File: config.mk
export PLATFORM = sky130hd
export DESIGN_NAME = decode
export DESIGN_NICKNAME = d
export VERILOG_FILES = /design/src/rtl/decode.sv
export SDC_FILE = /design/constraint.sdc
export NUM_CORES = 1
export LEC_CHECK = 0
export BUFFER_PORTS_ARGS = -buffer_cell sky130_fd_sc_hd__buf_2
export CAP_MARGIN = 5
export CORE_MARGIN = 2
export CORE_UTILIZATION = 45
export CTS_BUF_LIST = sky130_fd_sc_hd__clkbuf_16
export DETAILED_ROUTE_END_ITERATION = 6
export GPL_ROUTABILITY_DRIVEN = 0
export GPL_TIMING_DRIVEN = 0
export PLACE_DENSITY = 0.72
export SLEW_MARGIN = 20
export SYNTH_ARGS = -nofsm -noshare
export SYNTH_HDL_FRONTEND = slang
export SYNTH_SLANG_ARGS = --single-unit
File: constraint.sdc
create_clock -name i_clk -period 2.96 [get_ports i_clk]
set_input_delay 0.148 -clock i_clk [delete_from_list [all_inputs] [get_ports i_clk]]
set_output_delay 0.148 -clock i_clk [all_outputs]
set_load 0.1 [all_outputs]
File: src/rtl/decode.sv
// RV32I decode stage: decodes the fetch strobe (or the held skid entry) into an
// output register toward execute, with a one-entry skid for the in-flight strobe.
module decode #(
  parameter int AW = 32
) (
  input  logic          i_clk,
  input  logic          i_rst_n,
  input  logic          i_clk_en,
  input  logic          i_inst_valid,
  input  logic [31:0]   i_inst,
  input  logic [AW-1:0] i_pc,
  input  logic          i_flush,
  input  logic          i_ready,
  output logic          o_busy,
  output logic          o_valid,
  output logic [AW-1:0] o_pc,
  output logic [3:0]    o_op,
  output logic [4:0]    o_rd,
  output logic [4:0]    o_rs1,
  output logic [4:0]    o_rs2,
  output logic          o_rd_we,
  output logic [2:0]    o_funct3,
  output logic          o_alt,
  output logic [31:0]   o_imm,
  output logic          o_illegal,
  output logic          o_overrun
);
  localparam logic [3:0] OP_LUI = 4'd0, OP_AUIPC = 4'd1, OP_JAL = 4'd2, OP_JALR = 4'd3,
                         OP_BRANCH = 4'd4, OP_LOAD = 4'd5, OP_STORE = 4'd6, OP_OPIMM = 4'd7,
                         OP_OP = 4'd8, OP_FENCE = 4'd9, OP_SYSTEM = 4'd10, OP_ILL = 4'd15;

  logic          skid_full;
  logic [31:0]   skid_inst;
  logic [AW-1:0] skid_pc;

  // Skid entry is always older than the incoming strobe, so it decodes first.
  logic [31:0]   src_inst;
  logic [AW-1:0] src_pc;
  assign src_inst = skid_full ? skid_inst : i_inst;
  assign src_pc   = skid_full ? skid_pc : i_pc;

  logic [2:0]  f3;
  logic [6:0]  f7;
  logic [3:0]  dec_op;
  logic [31:0] dec_imm;
  logic        dec_rd_we;
  assign f3 = src_inst[14:12];
  assign f7 = src_inst[31:25];

  always_comb begin
    dec_op = OP_ILL;
    if (src_inst[1:0] == 2'b11) begin
      case (src_inst[6:2])
        5'b01101: dec_op = OP_LUI;
        5'b00101: dec_op = OP_AUIPC;
        5'b11011: dec_op = OP_JAL;
        5'b11001: if (f3 == 3'b000) dec_op = OP_JALR;
        5'b11000: if (f3 != 3'b010 && f3 != 3'b011) dec_op = OP_BRANCH;
        5'b00000: if (f3 != 3'b011 && f3 < 3'b110) dec_op = OP_LOAD;
        5'b01000: if (f3 < 3'b011) dec_op = OP_STORE;
        5'b00100: begin
          if (f3 == 3'b001) begin
            if (f7 == 7'd0) dec_op = OP_OPIMM;
          end else if (f3 == 3'b101) begin
            if (f7 == 7'd0 || f7 == 7'b0100000) dec_op = OP_OPIMM;
          end else begin
            dec_op = OP_OPIMM;
          end
        end
        5'b01100: if (f7 == 7'd0 || (f7 == 7'b0100000 && (f3 == 3'b000 || f3 == 3'b101)))
                    dec_op = OP_OP;
        5'b00011: dec_op = OP_FENCE;
        5'b11100: if (src_inst == 32'h0000_0073 || src_inst == 32'h0010_0073) dec_op = OP_SYSTEM;
        default:  dec_op = OP_ILL;
      endcase
    end
  end

  always_comb begin
    dec_imm   = 32'd0;
    dec_rd_we = 1'b0;
    case (dec_op)
      OP_JALR, OP_LOAD, OP_OPIMM, OP_SYSTEM:
        dec_imm = {{20{src_inst[31]}}, src_inst[31:20]};
      OP_STORE:
        dec_imm = {{20{src_inst[31]}}, src_inst[31:25], src_inst[11:7]};
      OP_BRANCH:
        dec_imm = {{19{src_inst[31]}}, src_inst[31], src_inst[7], src_inst[30:25],
                   src_inst[11:8], 1'b0};
      OP_LUI, OP_AUIPC:
        dec_imm = {src_inst[31:12], 12'd0};
      OP_JAL:
        dec_imm = {{11{src_inst[31]}}, src_inst[31], src_inst[19:12], src_inst[20],
                   src_inst[30:21], 1'b0};
      default: dec_imm = 32'd0;
    endcase
    case (dec_op)
      OP_LUI, OP_AUIPC, OP_JAL, OP_JALR, OP_LOAD, OP_OPIMM, OP_OP:
        dec_rd_we = (src_inst[11:7] != 5'd0);
      default: dec_rd_we = 1'b0;
    endcase
  end

  // Handshake: a transfer to execute happens on an enabled edge where o_valid and
  // i_ready are both high; o_valid and fields stay stable while i_ready is low.
  logic out_free;
  logic load_out;
  assign out_free = !o_valid || i_ready;
  assign load_out = out_free && (skid_full || i_inst_valid);

  always_ff @(posedge i_clk or negedge i_rst_n) begin
    if (!i_rst_n) begin
      o_valid   <= 1'b0;
      skid_full <= 1'b0;
      skid_inst <= 32'd0;
      skid_pc   <= '0;
      o_overrun <= 1'b0;
      o_pc      <= '0;
      o_op      <= 4'd0;
      o_rd      <= 5'd0;
      o_rs1     <= 5'd0;
      o_rs2     <= 5'd0;
      o_rd_we   <= 1'b0;
      o_funct3  <= 3'd0;
      o_alt     <= 1'b0;
      o_imm     <= 32'd0;
      o_illegal <= 1'b0;
    end else if (i_clk_en) begin
      if (i_flush) begin
        o_valid   <= 1'b0;
        skid_full <= 1'b0;
      end else if (out_free) begin
        o_valid <= skid_full || i_inst_valid;
        if (skid_full) begin
          skid_full <= i_inst_valid;
          if (i_inst_valid) begin
            skid_inst <= i_inst;
            skid_pc   <= i_pc;
          end
        end
      end else if (i_inst_valid) begin
        if (skid_full) begin
          o_overrun <= 1'b1;
        end else begin
          skid_full <= 1'b1;
          skid_inst <= i_inst;
          skid_pc   <= i_pc;
        end
      end
      if (!i_flush && load_out) begin
        o_pc      <= src_pc;
        o_op      <= dec_op;
        o_rd      <= src_inst[11:7];
        o_rs1     <= src_inst[19:15];
        o_rs2     <= src_inst[24:20];
        o_rd_we   <= dec_rd_we;
        o_funct3  <= f3;
        o_alt     <= src_inst[30];
        o_imm     <= dec_imm;
        o_illegal <= (dec_op == OP_ILL);
      end
    end
  end

  assign o_busy = skid_full;
endmodule
## After elaboration in Yosys (flattened, before gate mapping)

Index checks and enable logic that the tools add are counted.

| storage, ports and cells | value |
|---|---|
| register bits after elaboration | 156 |
| output and inout bits | 92 |
| logic and storage cells | 108 |

| operators by class | value |
|---|---|
| order comparisons | 2 |
| equal/unequal tests | 30 |
| mux-type cells | 30 |
| bitwise logic cells | 2 |
| reductions and logical operators | 29 |

Operator list:

| cell | count |
|---|---|
| 2-to-1 mux 32 bit | 10 |
| case mux 32 bit (5 select lines) | 1 |
| case mux 4 bit (11 select lines) | 1 |
| 2-to-1 mux 4 bit | 9 |
| equality test 32 x 21 -> 1 bit (second input constant) | 1 |
| equality test 32 x 7 -> 1 bit (second input constant) | 1 |
| equality test 5 bit (second input constant) | 4 |
| equality test 4 x 3 -> 1 bit (second input constant) | 4 |
| equality test 5 x 4 -> 1 bit (second input constant) | 3 |
| equality test 4 bit (second input constant) | 3 |
| equality test 5 x 3 -> 1 bit (second input constant) | 2 |
| AND reduction 5 bit | 2 |
| equality test 4 x 2 -> 1 bit (second input constant) | 2 |
| equality test 7 x 6 -> 1 bit (second input constant) | 1 |
| zero test 7 bit | 1 |
| 2-to-1 mux 1 bit | 7 |
| OR reduction 7 bit | 1 |
| logical OR 1 bit | 6 |
| 2-to-1 mux 3 bit | 2 |
| inequality test 3 x 2 -> 1 bit (second input constant) | 2 |
| AND reduction 2 bit | 3 |
| equality test 5 x 2 -> 1 bit (second input constant) | 1 |
| logical AND 1 bit | 5 |
| zero test 5 bit | 1 |
| other kinds (16) | 20 |

## Logic depth before layout (Yosys ltp)

Gate-level depths: netlist of the first run.

| depth | value |
|---|---|
| depth in word-level cells | 11 |
| depth in mapped cells | 13 |
| mapped depth without buffers | 8 |

## Worst setup path after synthesis of the first run

Ideal clock, no wire load.

| path | value |
|---|---|
| kind | register to register |
| start point | reg skid_full (netlist: o_busy) |
| end point | reg o_imm[25] |
| arrival time | 3.467 ns |
| slack | -0.633 ns |
| cell stages (with the launch flop) | 11 |
| cell sequence | dfrtp_1 buf_6 mux2_2 and3_1 o221ai_1 o32ai_2 or4_1 o21a_1 nor3b_1 buf_2 a221o_1 |

| on the way | value |
|---|---|
| cells in the longest elaborated chain, start to end | 11 |
| elaborated cells between the ends (all ways) | 59 |
| those cells by class | 2 x order compare; 26 x eq/ne; 14 x mux; 17 x reduce/logical |

RTL lines:

| what | RTL line | text |
|---|---|---|
| from (decl) | 32 | `logic skid_full;` |
| from (signal assigned) | 135 | `skid_full <= i_inst_valid;` |
| 2-to-1 mux 32 bit | - |  |
| equality test 7 x 6 -> 1 bit, or another cell as far along | 65, 70 |  |
| logical OR 1 bit (on tied branches) | 65, 70 |  |
| 2-to-1 mux 4 bit / logical AND 1 bit (equally long branches) | 65, 70 |  |
| 2-to-1 mux 4 bit / logical OR 1 bit (equally long branches) | 64, 70 |  |
| 2-to-1 mux 4 bit / 2-to-1 mux 3 bit (equally long branches) | 62, 70 |  |
| case mux 4 bit (11 select lines) | 53 | `case (src_inst[6:2])` |
| 2-to-1 mux 4 bit | 52 | `if (src_inst[1:0] == 2'b11) begin` |
| equality test 4 x 2 -> 1 bit, or another cell as far along | 82 | `case (dec_op)` |
| OR reduction 4 bit / OR reduction 2 bit (equally long branches) | 82 |  |
| case mux 32 bit (5 select lines) | 82 |  |
| to (signal assigned) | 159 | `o_imm <= dec_imm;` |
| to (decl) | 24 | `output logic [31:0] o_imm,` |

Several ways; a longest one is shown, not always the timed one.
A chain may end at the register's enable or synchronous reset.

## Worst setup path after layout of the first run

| path | value |
|---|---|
| start point | reg skid_full (netlist: o_busy) |
| end point | reg o_imm[13] |

Same word-level chain as after synthesis.

==> results.md, run 1 <==
- Final Core Density: 65.2%
- Leak: 4.77 nW
- Critical path's largest stage delay: 590 ps
- Placed Area: 0.00849 mm^2
- Sequential cell area: 0.00391 mm^2
- Hpwl dp: 14400 um
- Nets: 967
- Reg power frac: 35.9%
- Top Family by Delay on Critical Path: simple AND/OR/NAND/NOR gates
- Final instance area: 0.0104 mm^2
- Cells after DPL: 1009
- Initial drt markers: 437
- Min cycle time layout: 3240 ps
- Pwr dens: 872 mW/mm^2
- Critical path class: reg2reg
- Peak VDD IR: 0.485 mV
- Most frequent cells in the layout: buf_2, dfrtp_1, nand2_1
- I/O pins: 162
- GRT busiest layer: met2
- Max stage delay cell, worst path: or4_4
- Most common cell after layout, fill and taps aside: buf_2
- DIE AREA: 0.0173 mm^2
- Reg2reg start: o_busy
- Initial antenna violation count: 1
- Setup WS post-layout: -281 ps
- Final setup vio count: 25
- Critical path required time: 3270 ps
- Total power: 9.04 mW
- Seq cells post-synth: 156
- Routing usage on met1: 33.3%
- Initial Util: 45.9%
- Non-Filler Instances: 1126
- Row Count: 46
- PortBufs: 161
- Die Y: 131 um
- CTS max path bufs: 2
- Die Wd: 131 um
- DR vias: 6361
- Critical-path cell list: buf_8 -> nor3b_1 -> o21ai_0 -> o221ai_4 -> o32ai_4 -> or4_4 -> nand3b_1 -> a311oi_4 -> buf_6 -> a221o_1
- Period utilization: 110%
- Synth cell types: 58
- Yosys warnings: 0
- Met2 Use GR: 42.7%
- Met3 GRT Util: 6.91%
- H-Tree Level Count: 4
- Critical Path Fanout Max: 10
- Critical Path Start: o_busy
- Worst Tran Pin Value: 789 ps
- Total global routing track utilization: 25.9%
- Area of the multi-input gates: 0.00370 mm^2
- Clock root cell: clkbuf_16
- Post-synth EDFFs: 0
- Synth-to-Final Area Change: 42.0%
- Rel. slew slack: 47.4%
- Setup_tns: -4690 ps
- Fill cell count: 1212
- CTS tree: built
- Combinational share of power: 39.7%
- Startpoint types: flop
- Clock latency on the worst-skew pair: 440 ps
- DRC errors left: 0
- Crit. End Element: flop
- Total grt overflow: 0
- Final Max Tran Viols: 0
- Initial DRT Pass Iterations: 5
- Routed length per instance: 20.0 um
- Max-cap violations: 0
- Hold_sp: i_inst[1]
- Final ANT Viol Nets: 0
- TritonCTS buffer count: 17
- Mean Syn Cell Area: 11.6 um^2
- Net Sw Power: 4.01 mW
- WP data arrival: 3550 ps
- Status: complete, but fails checks
- RSZ-0062 raised after global routing: true
- Min-Delay Path Class: in2reg
- Drt via density: 5.65
- First-pass GRT wire length: 35000 um
- Worst-path clk slew: 60 ps
- Vias in the first global route: 6461
- Pint: 5.03 mW
- Core area: 0.0159 mm^2
- Synth async-reset ratio: 100%
- Final hold vios: 0
- Syn nets: 701
- Largest net degree at the start of global routing: 88
- Achievable Freq: 309 MHz
- Synthesized instance count: 631
- Worst Skew: 11.8 ps
- Worst Path Buf+Inv: 2
- Clock sink total: 156
- Share of post-route cells with drive strength above 1: 42.4%
- Ant. Diodes: 0
- Synthesized cell area: 0.00730 mm^2
- Clock share of power: 24.4%
- Drt total wl: 22500 um
- Most used DFF post-synth: dfrtp_1
- Switching share of power: 44.3%
- Failing checks: setup timing
- Sequential fraction of the synthesis area: 53.5%
==> cell type report <==
cell class / instances / area share (%)
plain buffers: 37 / 2.14
clock inverters: 15 / 1.56
multi-input cells: 433 / 35.7
inverters: 5 / 0.181
clock buffers: 17 / 4.11
flip-flops and latches: 156 / 37.7
repair buffers: 247 / 16.0
well taps: 216 / 2.61
==> metrics by stage <==
stage / hold WS [ps] / worst slack, ps
4_1_cts: 0.326 / -90.1
3_5_place_dp: 154 / -459
3_3_place_gp: 397 / -1170
5_1_grt: 11.3 / -293
6_report: 10.9 / -281
2_1_floorplan: -148 / -89.0
==> kinds of logic (layout without fill, tap and decap cells) <==
family,Yosys count,in the layout,share of synthesized area (%)
mux,128,128,18.9
xor+xnor,3,3,0.360
buf+inv,42,321,2.57
flops,156,156,53.5
compound gates,138,138,14.3
simple gates,164,164,10.4
==> metal layers <==
metal	vias up	wire, um
li1	2859	-
met1	3136	9360
met2	285	10900
met3	79	1400
met4	2	811
met5	-	10
==> synth_stat cells, drive strengths merged, types with 3 or more instances <==
library cell / number / share of area, %
nor4: 8 / 0.77
nor2b: 3 / 0.26
nor2: 36 / 1.9
and2: 5 / 0.43
o21ai: 44 / 3.0
o32ai: 4 / 0.69
nor3: 8 / 0.55
nand2: 76 / 3.9
a21oi: 7 / 0.48
or3: 3 / 0.26
xnor2: 3 / 0.36
nor3b: 3 / 0.31
clkbuf: 23 / 1.2
a21o: 11 / 1.1
inv: 5 / 0.26
buf: 14 / 1.1
dfrtp: 156 / 53
a221o: 19 / 2.6
nand2b: 4 / 0.34
o22ai: 4 / 0.34
a41oi: 3 / 0.36
mux2i: 54 / 7.5
a211oi: 3 / 0.31
a22oi: 6 / 0.62
o31ai: 6 / 0.62
nand3: 5 / 0.34
a22o: 7 / 0.84
mux2: 74 / 11
o21a: 3 / 0.31
a31oi: 8 / 0.77
==> registers in the layout (all words and copies together), names as in the netlist <==
register / flops
o_imm: 32
o_pc: 32
skid_inst: 32
skid_pc: 32
o_rd: 5
o_rs1: 5
o_rs2: 5
o_op: 4
o_funct3: 3
o_alt: 1
o_busy: 1
o_illegal: 1
o_overrun: 1
o_rd_we: 1
o_valid: 1
==> final timing paths <==
kind,to,slack (ps),depth (start not counted)
max reg2reg,o_imm[13],-280,10
min reg2reg,o_rd[1],470,1
max,o_imm[13],-280,10
min in group asynchronous,skid_inst[2],280,2
min,skid_inst[1],10,2
max in group asynchronous,skid_inst[27],1850,3
==> what timing repair did <==
item / 4_1_cts / 5_1_grt
setup endpoints to repair: 116 / 70
hold endpoints to repair: 116 / 0
pin swaps: 19 / 12
resized for setup: 80 / 22
buffers inserted: 26 / 9
hold buffers: 49 / 0
cloned: 1 / 0
==> power groups by stage <==
| stage | clock network (mW) | logic, mW | registers, mW |
|---|---|---|---|
| after floorplan | 0 | 0.963 | 4.84 |
| after detailed placement | 0 | 3.27 | 3.23 |
| final | 2.21 | 3.59 | 3.24 |
| after global routing | 2.32 | 3.74 | 3.32 |
| after global placement | 0 | 3.22 | 3.20 |
| after CTS | 2.22 | 3.52 | 3.22 |
Power figures use the tool's default switching activity.
==> run 2, diff against run 1 <==
--- a/config.mk
+++ b/config.mk
@@ -13,6 +13,7 @@
 export DETAILED_ROUTE_END_ITERATION = 6
 export GPL_ROUTABILITY_DRIVEN = 0
 export GPL_TIMING_DRIVEN = 0
+export MAX_ROUTING_LAYER = met4
 export PLACE_DENSITY = 0.72
 export SLEW_MARGIN = 20
 export SYNTH_ARGS = -nofsm -noshare
==> run 2 against run 1 <==
The flow still finishes with violations (setup timing). Final cell count is essentially flat. Clock power barely moved. Register-to-register slack better by 20 ps. Global-route usage grew 0.73 points. Die area unchanged. Critical endpoint unchanged.
==> results.md, run 2 (synthesis results as in run 1) <==
- Total grt overflow: 0
- Leak: 4.77 nW
- Clock root cell: clkbuf_16
- R2R Setup Slk: -260 ps
- Initial DRT Pass Iterations: 5
- TritonCTS buffer count: 17
- Final Max Tran Viols: 0
- Initial Util: 45.9%
- Max-cap violations: 0
- Period utilization: 109%
- Worst Setup EP: o_imm[13]
- Hpwl dp: 14400 um
- Total power: 9.03 mW
- Drt via density: 5.66
- Most frequent cells in the layout: buf_2, dfrtp_1, nand2_1
- Die Wd: 131 um
- RSZ-0062 raised after global routing: true
- Synth-to-Final Area Change: 42.0%
- Setup WS post-layout: -263 ps
- Critical Path Fanout Max: 8
- DR vias: 6374
- Share of post-route cells with drive strength above 1: 42.4%
- Worst hold margin: 11.8 ps
- Core area: 0.0159 mm^2
- Reg2Reg Capture Point: o_imm[13]
- Initial drt markers: 417
- Achievable Freq: 310 MHz
- Critical Path Start: o_busy
- Placed Area: 0.00849 mm^2
- Worst Skew: 13.1 ps
- Fill cell count: 1211
- Final hold vios: 0
- Min cycle time layout: 3220 ps
- Status: complete, but fails checks
- Final instance area: 0.0104 mm^2
- Peak VDD IR: 0.487 mV
- Routed length per instance: 19.9 um
- Clock latency on the worst-skew pair: 440 ps
- I/O pins: 162
- Startpoint types: flop
- CTS max path bufs: 2
- Final ANT Viol Nets: 0
- Min-Delay Path Class: in2reg
- Nets: 967
- WP data arrival: 3530 ps
- Clock sink total: 156
- Worst Tran Pin Value: 792 ps
- Setup_tns: -4280 ps
- Final setup vio count: 25
- Drt total wl: 22500 um
- Initial antenna violation count: 1
- Failing checks: setup timing
- Critical path required time: 3270 ps
- Row Count: 46
- Crit. End Element: flop
- DRC errors left: 0
- Die Y: 131 um
- Placement Setup Slack: -459 ps
- Critical path class: reg2reg
- DIE AREA: 0.0173 mm^2
- Worst-path clk slew: 60 ps
- Total global routing track utilization: 26.6%
- Vias in the first global route: 6458
- Most common cell after layout, fill and taps aside: buf_2
- Largest net degree at the start of global routing: 88
- Reg2reg start: o_busy
- PortBufs: 161
- H-Tree Level Count: 4
- CTS tree: built
- Pwr dens: 871 mW/mm^2
- Rel. slew slack: 47.2%
- FF-to-FF path depth: 11
- First-pass GRT wire length: 35000 um
==> run 2: changes by cell type in the layout (fill, tap and decap cells not counted) <==
cell and change:
diode_2 +1
==> run 2: stage by stage <==
stage | utilization (%) | instances
floorplan | - | 631
global placement | 53.2 | 1008
detailed placement | 53.4 | 1009
CTS | 64.2 | 1117
global route | 65.2 | 1127
finish | 65.2 | 1127
==> run 2: worst min-delay path by stage <==
stage | start | to | slack [ps] | cells past startpoint
2_1_floorplan | i_rst_n | o_alt | -150 | 0
3_3_place_gp | i_pc[28] | skid_pc[28] | 400 | 2
3_5_place_dp | i_rst_n | o_pc[23] | 150 | 1
4_1_cts | i_inst[30] | skid_inst[30] | 0.3 | 2
5_1_grt | i_inst[31] | skid_inst[31] | 6 | 2
6_report | i_inst[1] | skid_inst[1] | 10 | 2
==> run 2: timing repair <==
action / in CTS / in global routing
resized for setup: 80 / 22
gates cloned: 1 / 0
hold buffers: 49 / 0
hold endpoints to repair: 116 / 0
setup buffers: 26 / 9
pin swaps: 19 / 12
endpoints found under the setup margin: 116 / 70
==> run 2: cell type report <==
class	count	area (um^2)	share of cell area [%]
repair buffers	247	1660	16.0
well taps	216	270	2.61
inverters	5	18.8	0.181
clock inverters	15	161	1.56
diodes	1	2.50	0.0241
flip-flops and latches	156	3910	37.7
multi-input cells	433	3700	35.7
clock buffers	17	425	4.11
plain buffers	37	221	2.14
==> run 2: metal layers <==
metal / global-route usage (%) / share of wire (%)
met1: 33.4 / 42
met4: 8.39 / 2.9
met5: - / 0
met3: 6.60 / 6.3
met2: 42.7 / 49
==> run 2: worst max-delay path, stage by stage, from the launching register on <==
cell,delay (ps)
dfrtp_4,530
buf_12,160
buf_12,140
mux2i_2,290
o21ai_0,280
o221ai_4,160
o32ai_4,150
or4_4,590
nand3b_1,210
a311oi_4,140
buf_6,160
a221o_1,270
==> run 2: power by group <==
part / internal, mW / total (mW) / switching [mW]
sequential: 2.78 / 3.24 / 0.457
combinational: 0.991 / 3.59 / 2.60
clock: 1.25 / 2.20 / 0.947
total: 5.03 / 9.03 / 4.00
==> run 3, diff against run 2 <==
--- a/config.mk
+++ b/config.mk
@@ -8,13 +8,13 @@
 export BUFFER_PORTS_ARGS = -buffer_cell sky130_fd_sc_hd__buf_2
 export CAP_MARGIN = 5
 export CORE_MARGIN = 2
-export CORE_UTILIZATION = 45
+export CORE_UTILIZATION = 49
 export CTS_BUF_LIST = sky130_fd_sc_hd__clkbuf_16
 export DETAILED_ROUTE_END_ITERATION = 6
 export GPL_ROUTABILITY_DRIVEN = 0
 export GPL_TIMING_DRIVEN = 0
 export MAX_ROUTING_LAYER = met4
-export PLACE_DENSITY = 0.72
+export PLACE_DENSITY_LB_ADDON = 0.12
 export SLEW_MARGIN = 20
 export SYNTH_ARGS = -nofsm -noshare
 export SYNTH_HDL_FRONTEND = slang
==> run 3 against run 2 <==
The flow still finishes with violations (setup timing). Routed wire length down 6.5%. Non-clock buffer count down 12. Power fell by 4.9%. Utilization is 3.0 points higher. Global-route usage grew 0.85 points. Clock skew decreased by 3.1 ps. Sequential share of layout area rose by 1.7 points. Hold slack gained 1.0 ps. Final cell count fell by 4.0%. Sequential power is essentially flat. Register-to-register slack gained 30 ps. Critical path depth down 1. Critical path type unchanged. Largest cell class unchanged.
==> results.md, run 3 (synthesis results as in run 1) <==
- Critical path class: reg2reg
- Initial drt markers: 414
- WHS Path Cells: 2
- Setup WS post-layout: -234 ps
- Area of the multi-input gates: 0.00347 mm^2
- CTS max path bufs: 2
- Hold_sp: i_inst[1]
- Final ANT Viol Nets: 0
- Reg2Reg Capture Point: o_imm[12]
- Critical path required time: 3320 ps
- Synth-to-Final Area Change: 35.8%
- PortBufs: 161
- DR vias: 6224
- Total grt overflow: 0
- Placed Area: 0.00845 mm^2
- Placement Setup Slack: -419 ps
- FF-to-FF path depth: 10
- Routed length per instance: 19.4 um
- Sink of the worst hold path: skid_inst[1]
- Initial DRT Pass Iterations: 5
- Initial antenna violation count: 0
- Final setup vio count: 25
- Leak: 4.61 nW
- Pwr dens: 866 mW/mm^2
- Clock sink total: 156
- I/O pins: 162
- TritonCTS buffer count: 17
- Startpoint types: flop
- Ant. Diodes: 0
- Die Y: 126 um
- Max-cap violations: 0
- Final hold vios: 0
- Final Max Tran Viols: 0
- Core area: 0.0145 mm^2
- First-pass GRT wire length: 33300 um
- Rel. slew slack: 46.1%
- Status: complete, but fails checks
- Min cycle time layout: 3190 ps
- Clock root cell: clkbuf_16
- Min-Delay Path Class: in2reg
- Worst Skew: 10.1 ps
- Clock latency on the worst-skew pair: 420 ps
- Most common cell after layout, fill and taps aside: buf_2
- Worst hold margin: 12.9 ps
- RSZ-0062 raised after global routing: true
- Final Core Density: 68.2%
- Total global routing track utilization: 27.4%
- Largest net degree at the start of global routing: 82
- Hpwl dp: 14400 um
- Worst Tran Pin Value: 808 ps
- Peak VDD IR: 0.496 mV
- Die Wd: 126 um
- Total power: 8.59 mW
- Period utilization: 108%
- Most frequent cells in the layout: buf_2, dfrtp_1, nand2_1
- H-Tree Level Count: 4
- Achievable Freq: 313 MHz
- Final instance area: 0.00991 mm^2
- Crit. End Element: flop
- CTS tree: built
- WP data arrival: 3550 ps
- Nets: 955
- Share of post-route cells with drive strength above 1: 38.3%
- Vias in the first global route: 6366
- Row Count: 44
- Drt via density: 5.75
- Critical Path Fanout Max: 8
- Initial Util: 50.2%
- Fill cell count: 1082
- Sequential cell area: 0.00391 mm^2
- DIE AREA: 0.0159 mm^2
- R2R Setup Slk: -230 ps
- Drt total wl: 21000 um
- DRC errors left: 0
- Reg2reg start: o_busy
- Worst-path clk slew: 60 ps
- Failing checks: setup timing
[run 3: cell types whose count changed in the layout (fill, tap and decap cells not counted), moves of 3 or more]
cell | previous run | this run
dlygate4sd3_1 | 49 | 58
buf_6 | 8 | 4
clkbuf_1 | 14 | 10
nor3_1 | 2 | 5
buf_2 | 163 | 167
buf_4 | 29 | 14
clkinv_1 | 2 | 5
[run 3: final cells by class]
class                      count  share of cell area, %
clock buffer                  17                   4.29
timing repair buffer         235                   15.7
buffer                        37                   2.22
inverter                       5                  0.189
multi-input combinational    433                   35.0
sequential                   156                   39.4
clock inverter                15                  0.833
tap                          184                   2.32
[run 3: per-layer routing]
metal  share of wire, %  track usage [%]  wire length, um  vias up
met2                 47             42.0             9920      248
li1                   -                -                -     2834
met1                 43             36.3             9100     3092
met3                6.9             5.78             1460       50
met4                2.5             10.1              527        0
met5                  0                -                0        -
[run 3: through the flow]
step | setup TNS [ps] | cells
floorplan | -1600 | 631
global placement | -101710 | 976
detailed placement | -27020 | 977
CTS | -1370 | 1077
global route | -5490 | 1082
finish | -3970 | 1082
[run 3: repair_timing]
| item | CTS | global route |
|---|---|---|
| setup buffers | 10 | 4 |
| pin swaps | 12 | 0 |
| hold endpoints to repair | 131 | 0 |
| hold buffers | 58 | 0 |
| gates resized for setup | 46 | 16 |
| endpoints found under the setup margin | 128 | 66 |
| gates cloned | 0 | 1 |
[run 3: worst max path at each step]
stage,depth (start not counted),startpoint,to
final,10,o_busy,o_imm[12]
after global routing,9,o_busy,o_imm[16]
after CTS,10,o_busy,o_imm[14]
after detailed placement,9,o_busy,skid_pc[1]
after global placement,1,i_rst_n,o_busy
after floorplan,8,o_busy,o_imm[12]
[run 3: worst max-delay path, cell delays in order (launching register included)]
cell and delay, ps:
dfrtp_4 530, buf_12 160, nor3_1 220, a21oi_1 130, or4_1 510, o211ai_1 370, nor3_4 110, or4b_4 540
a311oi_4 250, buf_6 180, a221o_1 120
[run 3: report_power, final]
| part | internal (mW) | total [mW] | switching (mW) | leakage [nW] |
|---|---|---|---|---|
| clock network | 1.05 | 1.91 | 0.860 | 0.253 |
| registers | 2.79 | 3.22 | 0.436 | 1.98 |
| logic | 0.926 | 3.45 | 2.53 | 2.38 |
| total | 4.76 | 8.59 | 3.82 | 4.61 |
